File: config.mk
export PLATFORM = sky130hd
export DESIGN_NAME = cla_seq_addsub
export DESIGN_NICKNAME = d
export VERILOG_FILES = /design/src/rtl/cla_seq_addsub_pkg.sv /design/src/rtl/cla_seq_addsub_cla_4.sv /design/src/rtl/cla_seq_addsub.sv
export SDC_FILE = /design/constraint.sdc
export NUM_CORES = 1
export LEC_CHECK = 0
export CAP_MARGIN = 20
export CORE_UTILIZATION = 30
export DETAILED_ROUTE_END_ITERATION = 8
export GPL_ROUTABILITY_DRIVEN = 0
export PLACE_DENSITY_LB_ADDON = 0.3
export SYNTH_ARGS = -nofsm -noshare
export SYNTH_HDL_FRONTEND = slang
export SYNTH_SLANG_ARGS = --single-unit
File: constraint.sdc
create_clock -name clk -period 3.8 [get_ports clk]
set_input_delay 0.95 -clock clk [delete_from_list [all_inputs] [get_ports clk]]
set_output_delay 0.95 -clock clk [all_outputs]
set_load 0.01 [all_outputs]
File: src/rtl/cla_seq_addsub_pkg.sv
// Shared encodings for the nibble-serial add/subtract unit.
package cla_seq_addsub_pkg;

    typedef enum logic [1:0] {
        ST_IDLE = 2'd0,
        ST_RUN  = 2'd1,
        ST_DONE = 2'd2
    } state_t;

    localparam logic OP_ADD = 1'b0;
    localparam logic OP_SUB = 1'b1;

endpackage

File: src/rtl/cla_seq_addsub_cla_4.sv
// Combinational 4-bit carry-lookahead adder slice.
module cla_4 (
    input  logic [3:0] a,
    input  logic [3:0] b,
    input  logic       c_in,
    output logic [3:0] s,
    output logic       c_out
);

    logic [3:0] p;
    logic [3:0] g;
    logic [3:0] c;

    assign p = a ^ b;
    assign g = a & b;

    assign c[0]  = c_in;
    assign c[1]  = g[0] | (p[0] & c_in);
    assign c[2]  = g[1] | (p[1] & g[0]) | (p[1] & p[0] & c_in);
    assign c[3]  = g[2] | (p[2] & g[1]) | (p[2] & p[1] & g[0])
                 | (p[2] & p[1] & p[0] & c_in);
    assign c_out = g[3] | (p[3] & g[2]) | (p[3] & p[2] & g[1])
                 | (p[3] & p[2] & p[1] & g[0]) | (p[3] & p[2] & p[1] & p[0] & c_in);

    assign s = p ^ c;

endmodule

File: src/rtl/cla_seq_addsub.sv
// Multi-cycle add/subtract: one shared cla_4 slice walks the operands a nibble
// per cycle, LSB first, with the carry held in a register between nibbles.
module cla_seq_addsub
    import cla_seq_addsub_pkg::*;
#(
    parameter int WIDTH = 16
) (
    input  logic             clk,
    input  logic             rst_n,
    input  logic             start,
    input  logic             op_sub,
    input  logic [WIDTH-1:0] a,
    input  logic [WIDTH-1:0] b,
    output logic             ready,
    output logic             done,
    output logic [WIDTH-1:0] result,
    output logic             c_out,
    output logic             overflow,
    output logic             zero
);

    localparam int NIB = WIDTH / 4;
    localparam int CW  = (NIB > 1) ? $clog2(NIB) : 1;
    localparam logic [CW-1:0] CNT_LAST = CW'(NIB - 1);

    state_t           st, st_nxt;
    logic [CW-1:0]    cnt;
    logic [WIDTH-1:0] a_reg, b_reg;
    logic             carry;
    logic [3:0]       s;
    logic             s_co;
    logic [WIDTH-1:0] res_upd;
    logic             accept;
    logic             last;

    assign ready  = (st == ST_IDLE) || (st == ST_DONE);
    assign done   = (st == ST_DONE);
    assign accept = start & ready;
    assign last   = (cnt == CNT_LAST);

    cla_4 u_cla (
        .a     (a_reg[{cnt, 2'b00} +: 4]),
        .b     (b_reg[{cnt, 2'b00} +: 4]),
        .c_in  (carry),
        .s     (s),
        .c_out (s_co)
    );

    // Result with the current nibble merged in, so zero sees the final value.
    always_comb begin
        res_upd = result;
        res_upd[{cnt, 2'b00} +: 4] = s;
    end

    always_comb begin
        st_nxt = st;
        case (st)
            ST_IDLE: if (start) st_nxt = ST_RUN;
            ST_RUN:  if (last)  st_nxt = ST_DONE;
            ST_DONE: st_nxt = start ? ST_RUN : ST_IDLE;
            default: st_nxt = ST_IDLE;
        endcase
    end

    always_ff @(posedge clk or negedge rst_n) begin
        if (!rst_n) st <= ST_IDLE;
        else        st <= st_nxt;
    end

    always_ff @(posedge clk or negedge rst_n) begin
        if (!rst_n) begin
            a_reg    <= '0;
            b_reg    <= '0;
            carry    <= 1'b0;
            cnt      <= '0;
            result   <= '0;
            c_out    <= 1'b0;
            overflow <= 1'b0;
            zero     <= 1'b0;
        end else if (accept) begin
            // Subtract is a + ~b + 1: the +1 rides in on the initial carry.
            a_reg  <= a;
            b_reg  <= (op_sub == OP_SUB) ? ~b : b;
            carry  <= (op_sub == OP_SUB);
            cnt    <= '0;
            result <= '0;
        end else if (st == ST_RUN) begin
            result <= res_upd;
            carry  <= s_co;
            cnt    <= last ? '0 : cnt + 1'b1;
            if (last) begin
                c_out    <= s_co;
                overflow <= (a_reg[WIDTH-1] ~^ b_reg[WIDTH-1]) & (s[3] ^ a_reg[WIDTH-1]);
                zero     <= (res_upd == '0);
            end
        end
    end

endmodule

[Word level (Yosys, flattened, before mapping)]
Index checks and enable logic that the tools add are counted.
Storage, ports and cells
  bits in latches: 0
  word-level logic and storage cells: 74
  flip-flop bits (word level): 56
  memory bits (writable): 0
  memories: 0
  bits of input ports: 36
  bits in read-only memories: 0
  output and inout bits: 21
Cells by class
  div/mod/pow operators: 0
  reduce and logical (&&, ||, !) cells: 6
  shift operators: 4
  order comparisons: 0
  equality and inequality tests: 5
  multiply operators: 0
  bitwise operators: 35
  multiplexer cells: 13
  $add $sub $neg: 2
Operator list (count)
  two-way mux 16 bit: 3
  indexed part select 16 x 5 -> 4 bit: 2
  bitwise AND 1 bit: 18
  bitwise mux 16 bit: 1
  zero test 16 bit: 1
  inverter 16 bit: 1
  variable shift 4 x 6 -> 16 bit (first input constant): 1
  indexed part select 4 x 6 -> 16 bit: 1
  two-way mux 2 bit: 5
  bitwise OR 1 bit: 10
  bitwise XOR 4 bit: 2
  negation 4 -> 6 bit: 1
  one-hot mux 2 bit (3 select lines): 1
  bitwise AND 4 bit: 1
  equality test 2 bit (second input constant): 2
  inequality test 2 bit (second input constant): 2
  two-way mux 1 bit: 3
  AND reduction 3 bit: 1
  adder 2 x 1 -> 2 bit (second input constant): 1
  equality test 2 x 1 -> 1 bit (second input constant): 1
  zero test 2 bit: 1
  AND reduction 2 bit: 1
  nonzero test 2 bit: 1
  logical OR 1 bit: 1
  3 further kinds: 3

[Depth between registers and ports, before layout]
Gate-level depths: netlist of the first run.
  word-level depth: 11
  depth in mapped cells: 9

[Cells and area by module]
A second synthesis of the first run with hierarchy kept.
Unflattened totals
  cell total of the unflattened synthesis: 275
  area, all modules: 2866.5 um^2
By module, submodules not included
  cla_seq_addsub: sequential area each 1401.3 um^2, times used 1, cells each 258, area an instance 2718.9 um^2
  cla_4: sequential area each 0.0 um^2, times used 1, cells each 17, area an instance 147.6 um^2

[Worst setup path after synthesis of the first run]
No wires, ideal clock.
  kind: reg-to-reg
  start point: register cnt[0]
  end point: register overflow
  path slack: 1.080 ns
  cell stages (with the launch flop): 10
  data required time: 3.731 ns
  buffers on the path: 2
  data arrival time: 2.651 ns
  period minus slack after synthesis: 2.720 ns
  path through: dfrtp_1 clkbuf_2 buf_2 mux4_2 ha_1 a41oi_1 o21ai_2 xnor2_1 or4_1 nand3_1
On the way
  longest elaborated chain between the ends: 9
  elaborated cells between the ends (all ways): 17
  those cells by class: eq/ne: 1; shift: 2; bitwise: 13; reduce/logical: 1
RTL lines
  from (decl): RTL line cla_seq_addsub.sv:27  | logic [CW-1:0] cnt;
  from (signal assigned): RTL line cla_seq_addsub.sv:90  | cnt <= last ? '0 : cnt + 1'b1;
  indexed part select 16 x 5 -> 4 bit (on tied branches): RTL line cla_seq_addsub.sv:42, cla_seq_addsub.sv:43
  bitwise XOR 4 bit / bitwise AND 4 bit (equally long branches): RTL line cla_seq_addsub_cla_4.sv:14, cla_seq_addsub_cla_4.sv:15
  bitwise AND 1 bit (on tied branches): RTL line cla_seq_addsub_cla_4.sv:20, cla_seq_addsub_cla_4.sv:21
  bitwise OR 1 bit, or another cell as far along: RTL line cla_seq_addsub_cla_4.sv:20  | assign c[3] = g[2] | (p[2] & g[1]) | (p[2] & p[1] & g[0])
  bitwise OR 1 bit / bitwise AND 1 bit (equally long branches): RTL line cla_seq_addsub_cla_4.sv:20, cla_seq_addsub_cla_4.sv:21
  bitwise OR 1 bit: RTL line cla_seq_addsub_cla_4.sv:21  | | (p[2] & p[1] & p[0] & c_in);
  bitwise XOR 4 bit: RTL line cla_seq_addsub_cla_4.sv:25  | assign s = p ^ c;
  bitwise XOR 1 bit: RTL line cla_seq_addsub.sv:93  | overflow <= (a_reg[WIDTH-1] ~^ b_reg[WIDTH-1]) & (s[3] ^ a_reg[WIDTH-1]);
  bitwise AND 1 bit: RTL line cla_seq_addsub.sv:93
  to (signal assigned): RTL line cla_seq_addsub.sv:93
  to (decl): RTL line cla_seq_addsub.sv:18  | output logic overflow,
Parallel ways exist; a longest one is shown, timed or not.
A chain may end at the register's enable or synchronous reset.

[Final worst setup path of the first run]
  start point: register cnt[0]
  end point: register result[15]
On the way
  longest elaborated chain between the ends: 11
  elaborated cells between the ends (all ways): 26
  those cells by class: add/sub: 1; shift: 4; mux: 3; bitwise: 18
RTL lines
  indexed part select 16 x 5 -> 4 bit (on tied branches): RTL line cla_seq_addsub.sv:42, cla_seq_addsub.sv:43
  bitwise XOR 4 bit / bitwise AND 4 bit (equally long branches): RTL line cla_seq_addsub_cla_4.sv:14, cla_seq_addsub_cla_4.sv:15
  bitwise AND 1 bit (on tied branches): RTL line cla_seq_addsub_cla_4.sv:20, cla_seq_addsub_cla_4.sv:21
  bitwise OR 1 bit, or another cell as far along: RTL line cla_seq_addsub_cla_4.sv:20
  bitwise OR 1 bit / bitwise AND 1 bit (equally long branches): RTL line cla_seq_addsub_cla_4.sv:20, cla_seq_addsub_cla_4.sv:21
  bitwise OR 1 bit: RTL line cla_seq_addsub_cla_4.sv:21
  bitwise XOR 4 bit: RTL line cla_seq_addsub_cla_4.sv:25
  indexed part select 4 x 6 -> 16 bit: RTL line cla_seq_addsub.sv:52  | res_upd[{cnt, 2'b00} +: 4] = s;
  bitwise mux 16 bit *: RTL line cla_seq_addsub.sv:52
  two-way mux 16 bit *: RTL line cla_seq_addsub.sv:87  | end else if (st == ST_RUN) begin
  two-way mux 16 bit *: RTL line cla_seq_addsub.sv:80  | end else if (accept) begin
  to (signal assigned): RTL line cla_seq_addsub.sv:88  | result <= res_upd;
  to (decl): RTL line cla_seq_addsub.sv:16  | output logic [WIDTH-1:0] result,
Every way passes the cells marked *; elsewhere a longest branch is shown, timed or not. The select of a mux whose other input is x is not followed.

==> metrics, run 1 <==
Ports between 50 and 60; htree depth 2; EDFF count, synth 0; final instance area between 3000 and 4000 µm²; PortBufs 56; Reg clk slew, reported paths roughly 0.09 ns; final setup violation count 0; Starting Density 31.2%; Root Driver clkbuf_8; via count ~2,100; die width a little under 100 µm; P per Cell Area 887 nW/µm²; Die ar. 9550 µm²; Yosys warning count 0; mapped cell area about 2800 µm²; core box area between 8000 and 9000 µm²; Antenna Violating Nets Remaining 0; CTS tree built; clk buf depth 2; Leak 1.51 nW; Tightest Hold Check Type reg -> reg; Max Cap Viol 0; Final Max Tran Viols 0; DR vias/cell a little under 5; async set-reset flop share out of synthesis 100%; dominant synthesized flop cell dfrtp_1; area grow syn2layout 27.5%; Mapped Avg Cell Area 10.5 µm²; syn_nets 310; largest net degree at the start of global routing 33; Netlist cell types 32; TritonCTS buffer count 5; worst path arrival time around 3.2 ns; WS Path Type reg -> reg; HPWL after DPL between 4000 and 5000 µm; setup TNS 0 ns; DIE HEIGHT between 90 and 100 µm; Final Hold Fails 0; clock sink count between 50 and 60; CTS-repair resized insts 0; post-layout min period approximately 3.0 ns; startpoint types register; hold_buf cts 0; Clock Skews approximately 0.0054 ns; register area share after synthesis approximately 50%; RSZ-0062 raised after global routing no; Crit path required time 4.00 ns; final wirelength 6080 µm; crit path capture type register; CP max FO 18; violated checks DRC; Slew @ Worst Pin 0.951 ns; share of cells above drive strength 1 slightly below 7%; highest-count cells in the layout ignoring fill and taps nand2_1, dfrtp_1, clkdlybuf4s50_1; DR pass1 iterations 6; Overflow after GRT 0; vias in the first global route between 2,000 and 2,500; #FFs+latches synth 56; fill count between 800 and 900; Remaining DRCs 7; number of antenna diodes 0; Setup Fix Bufs, Post-CTS 0; Max-slew headroom 36.4%; initial antenna violation count 0; wire length of the first global-routing pass a little over 10,000 µm; Syn Inst Count approximately 260; fin crit share around 79%; status finished, violations left; Detailed Route Iter0 Violations slightly above 70; num rows 34; cell area after placement 3410 µm²; Worst-Skew Late Latency just over 0.3 ns; GRT Util Overall between 10% and 20%; Worst VDD drop approximately 0.36 mV; Nets between 300 and 400; wire length per cell about 14 µm; Max Freq approximately 0.33 GHz
stage by stage:
step / setup WS (ns) / cells / power, mW / utilization (%) / hold slack [ns]
after detailed placement: 0.760 / 416 / 2.80 / 38.7 / 0.461
after CTS: 0.755 / 424 / 3.14 / 39.8 / 0.484
after global routing: 0.576 / 424 / 3.36 / 39.8 / 0.512
after floorplan: 1.08 / 262 / 2.22 / - / 0.440
final: 0.800 / 424 / 3.11 / 39.8 / 0.476
after global placement: 0.866 / 416 / 2.74 / 38.7 / 0.454
worst paths after layout:
check                        endpoint  slack (ns)       from  depth (start not counted)
setup / recovery           result[15]        0.80     cnt[0]                          7
hold / removal              a_reg[11]        0.48  a_reg[11]                          2
setup reg to reg           result[15]        0.80     cnt[0]                          7
hold reg to reg             a_reg[11]        0.48  a_reg[11]                          2
max in group asynchronous   b_reg[10]        2.38      rst_n                          2
min in group asynchronous       st[1]        0.62      rst_n                          1
logic make-up after synthesis:
logic type / count (synthesis) / synth area share, %
XOR/XNOR: 19 / 6.05
flip-flops: 56 / 51.0
buffers and inverters: 18 / 2.82
multiplexers: 8 / 6.55
AND/OR/NAND/NOR: 96 / 14.9
adder cells (fa/ha/maj): 12 / 5.73
AO/OA/AOI/OAI: 53 / 13.0
layer usage:
layer,track usage [%],wire [µm],part of all wire (%)
met2,22.8,2990,49
met5,0,0,0
met4,4.31,56,0.92
met1,17.0,2790,46
met3,3.08,232,3.8
power by group:
part	switching, mW	internal [mW]	leakage (nW)
clock	0.188	0.149	0.0445
sequential	0.223	0.851	0.695
combinational	0.926	0.776	0.775
total	1.34	1.78	1.51
worst max-delay path, cell delays in order (launching register included):
cell     delay, ns
dfrtp_1       0.85
mux4_2        0.65
ha_1          0.34
a41oi_1       0.26
o21ai_2       0.11
xnor2_1       0.28
nor2_1        0.15
a22o_1        0.25
cell usage after synthesis, drive strengths merged (2+ instances only):
| cell type | instances | area [µm²] |
|---|---|---|
| o22ai | 2 | 12.5 |
| dfrtp | 56 | 1400 |
| clkbuf | 6 | 23.8 |
| o21ai | 4 | 23.8 |
| nor2b | 3 | 18.8 |
| xnor2 | 18 | 158 |
| nor3 | 4 | 20.0 |
| a22o | 13 | 114 |
| a21oi | 24 | 120 |
| inv | 5 | 18.8 |
| nor4 | 4 | 25.0 |
| nand2b | 2 | 12.5 |
| nand2 | 56 | 210 |
| a22oi | 2 | 15.0 |
| nand4 | 2 | 12.5 |
| ha | 11 | 138 |
| mux4 | 8 | 180 |
| a32o | 4 | 40.0 |
| nor2 | 21 | 78.8 |
| buf | 7 | 35.0 |
final cells by class:
cell class	instances	area [µm²]	share of cell area, %
Clock buffer	7	86.3	2.46
Clock inverter	1	7.51	0.214
Inverter	5	18.8	0.535
Multi-Input combinational cell	188	1280	36.5
Sequential cell	56	1400	40.0
Tap cell	108	135	3.85
Timing Repair Buffer	59	578	16.5
No activity file was read; power rests on OpenSTA's default activity.
==> inputs of run 2 (changes only) <==
==> constraint.sdc (replaced) <==
create_clock -name clk -period 2.6 [get_ports clk]
set_input_delay 0.65 -clock clk [delete_from_list [all_inputs] [get_ports clk]]
set_output_delay 0.65 -clock clk [all_outputs]
set_load 0.01 [all_outputs]
==> metrics, run 2 (synthesis results as in run 1) <==
area occupied by multi-input gates between 1000 and 1500 µm²; Root Driver clkbuf_8; Tightest Hold Check Type in -> async; final wirelength around 6100 µm; Overflow after GRT 0; GRT Util Overall a little over an eighth; R2R Path Start cnt[0]; core box area 8810 µm²; via count between 2,000 and 2,500; Remaining DRCs 14; num rows 34; final hold slack around 0.35 ns; placed cells between 400 and 500; wire length of the first global-routing pass between 10,000 and 15,000 µm; sequential standard cell area 1400 µm²; Max-slew headroom between 50% and 60%; Die ar. approximately 9600 µm²; fin crit share 96.1%; WS Path Type reg -> reg; startpoint types register; status finished, violations left; clock sink count 56; Antenna Violating Nets Remaining 0; area grow syn2layout 29.8%; TritonCTS buffer count 5; Crit path required time 2.85 ns; largest net degree at the start of global routing 32; Worst VDD drop 0.792 mV; Ports 57; Detailed Route Iter0 Violations 79; worst path arrival time around 2.7 ns; vias in the first global route about 2,100; Critical Path Start cnt[0]; initial antenna violation count 0; PortBufs 56; CP max FO 6; R2R setup slack between 0.1 and 0.15 ns; final setup violation count 0; htree depth 2; Max Freq 0.400 GHz; DR vias/cell approximately 4.8; clk buf depth 2; Leak 1.55 nW; post-layout min period ~2.5 ns; DR pass1 iterations 6; highest-count cells in the layout ignoring fill and taps nand2_1, dfrtp_1, clkdlybuf4s50_1; path depth of the worst reg2reg path 8; Nets 368; Worst-Skew Late Latency 0.31 ns; share of cells above drive strength 1 9.06%; HPWL after DPL roughly 4600 µm; Max Cap Viol 0; number of antenna diodes 0; wire length per cell ~14 µm; fill count approximately 900; die width about 98 µm; Final Non-Filler Cells around 430; crit path capture type register; Final Max Tran Viols 0; CTS tree built; Final Hold Fails 0; total power between 4 and 5 mW; Slew @ Worst Pin approximately 0.63 ns; Reg clk slew, reported paths approximately 0.10 ns; Starting Density 31.2%; DIE HEIGHT between 90 and 100 µm; Clock Skews about 0.014 ns; violated checks DRC; P per Cell Area about 1300 nW/µm²
[run 2: path summary, 6_finish.rpt]
kind                               to
max                          overflow
max in group asynchronous    b_reg[2]
min                        result[14]
min in group clk            a_reg[11]
min reg2reg                 a_reg[11]
max reg2reg                  overflow
[run 2: cell type report]
class                           count  area share (%)
Sequential cell                    56            39.3
Multi-Input combinational cell    188            36.3
Timing Repair Buffer               64            17.9
Tap cell                          108            3.79
Clock buffer                        6            2.03
Inverter                            5           0.526
Clock inverter                      1           0.140
[run 2: metrics by stage]
step,utilization [%],TNS (ns),setup WS [ns],area [µm²]
6_report,40.5,0,0.102,3570
3_5_place_dp,39.5,0,0.0476,3470
3_3_place_gp,39.5,0,0.110,3470
2_1_floorplan,-,0,0.00685,2760
5_1_grt,40.5,-0.0113,-0.0113,3570
4_1_cts,40.3,0,0.0241,3550
[run 2: per-layer routing]
layer	up-vias	GRT usage, %	part of all wire (%)
met4	0	3.50	0.90
li1	1026	-	-
met3	7	2.65	3.4
met1	977	17.8	47
met5	-	0	0
met2	41	23.4	49
[run 2: repair_timing]
action                     4_1_cts  5_1_grt
setup endpoints to repair        0        8
hold buffers                     0        0
gates resized for setup          0        3
setup buffers                    0        0
[run 2: critical path, stage by stage, from the launching register on]
cell and delay [ns]:
dfrtp_1 0.41, buf_12 0.14, mux4_2 0.55, ha_1 0.35, a41oi_2 0.23, o21ai_2 0.11, xnor2_2 0.16, or4_1 0.39
nand3_1 0.09
[run 2: power breakdown]
part / leakage (nW) / total, mW / internal [mW] / switching, mW
Sequential: 0.695 / 1.52 / 1.25 / 0.279
Combinational: 0.814 / 2.70 / 1.25 / 1.45
Clock: 0.0410 / 0.454 / 0.184 / 0.270
Total: 1.55 / 4.68 / 2.68 / 2.00
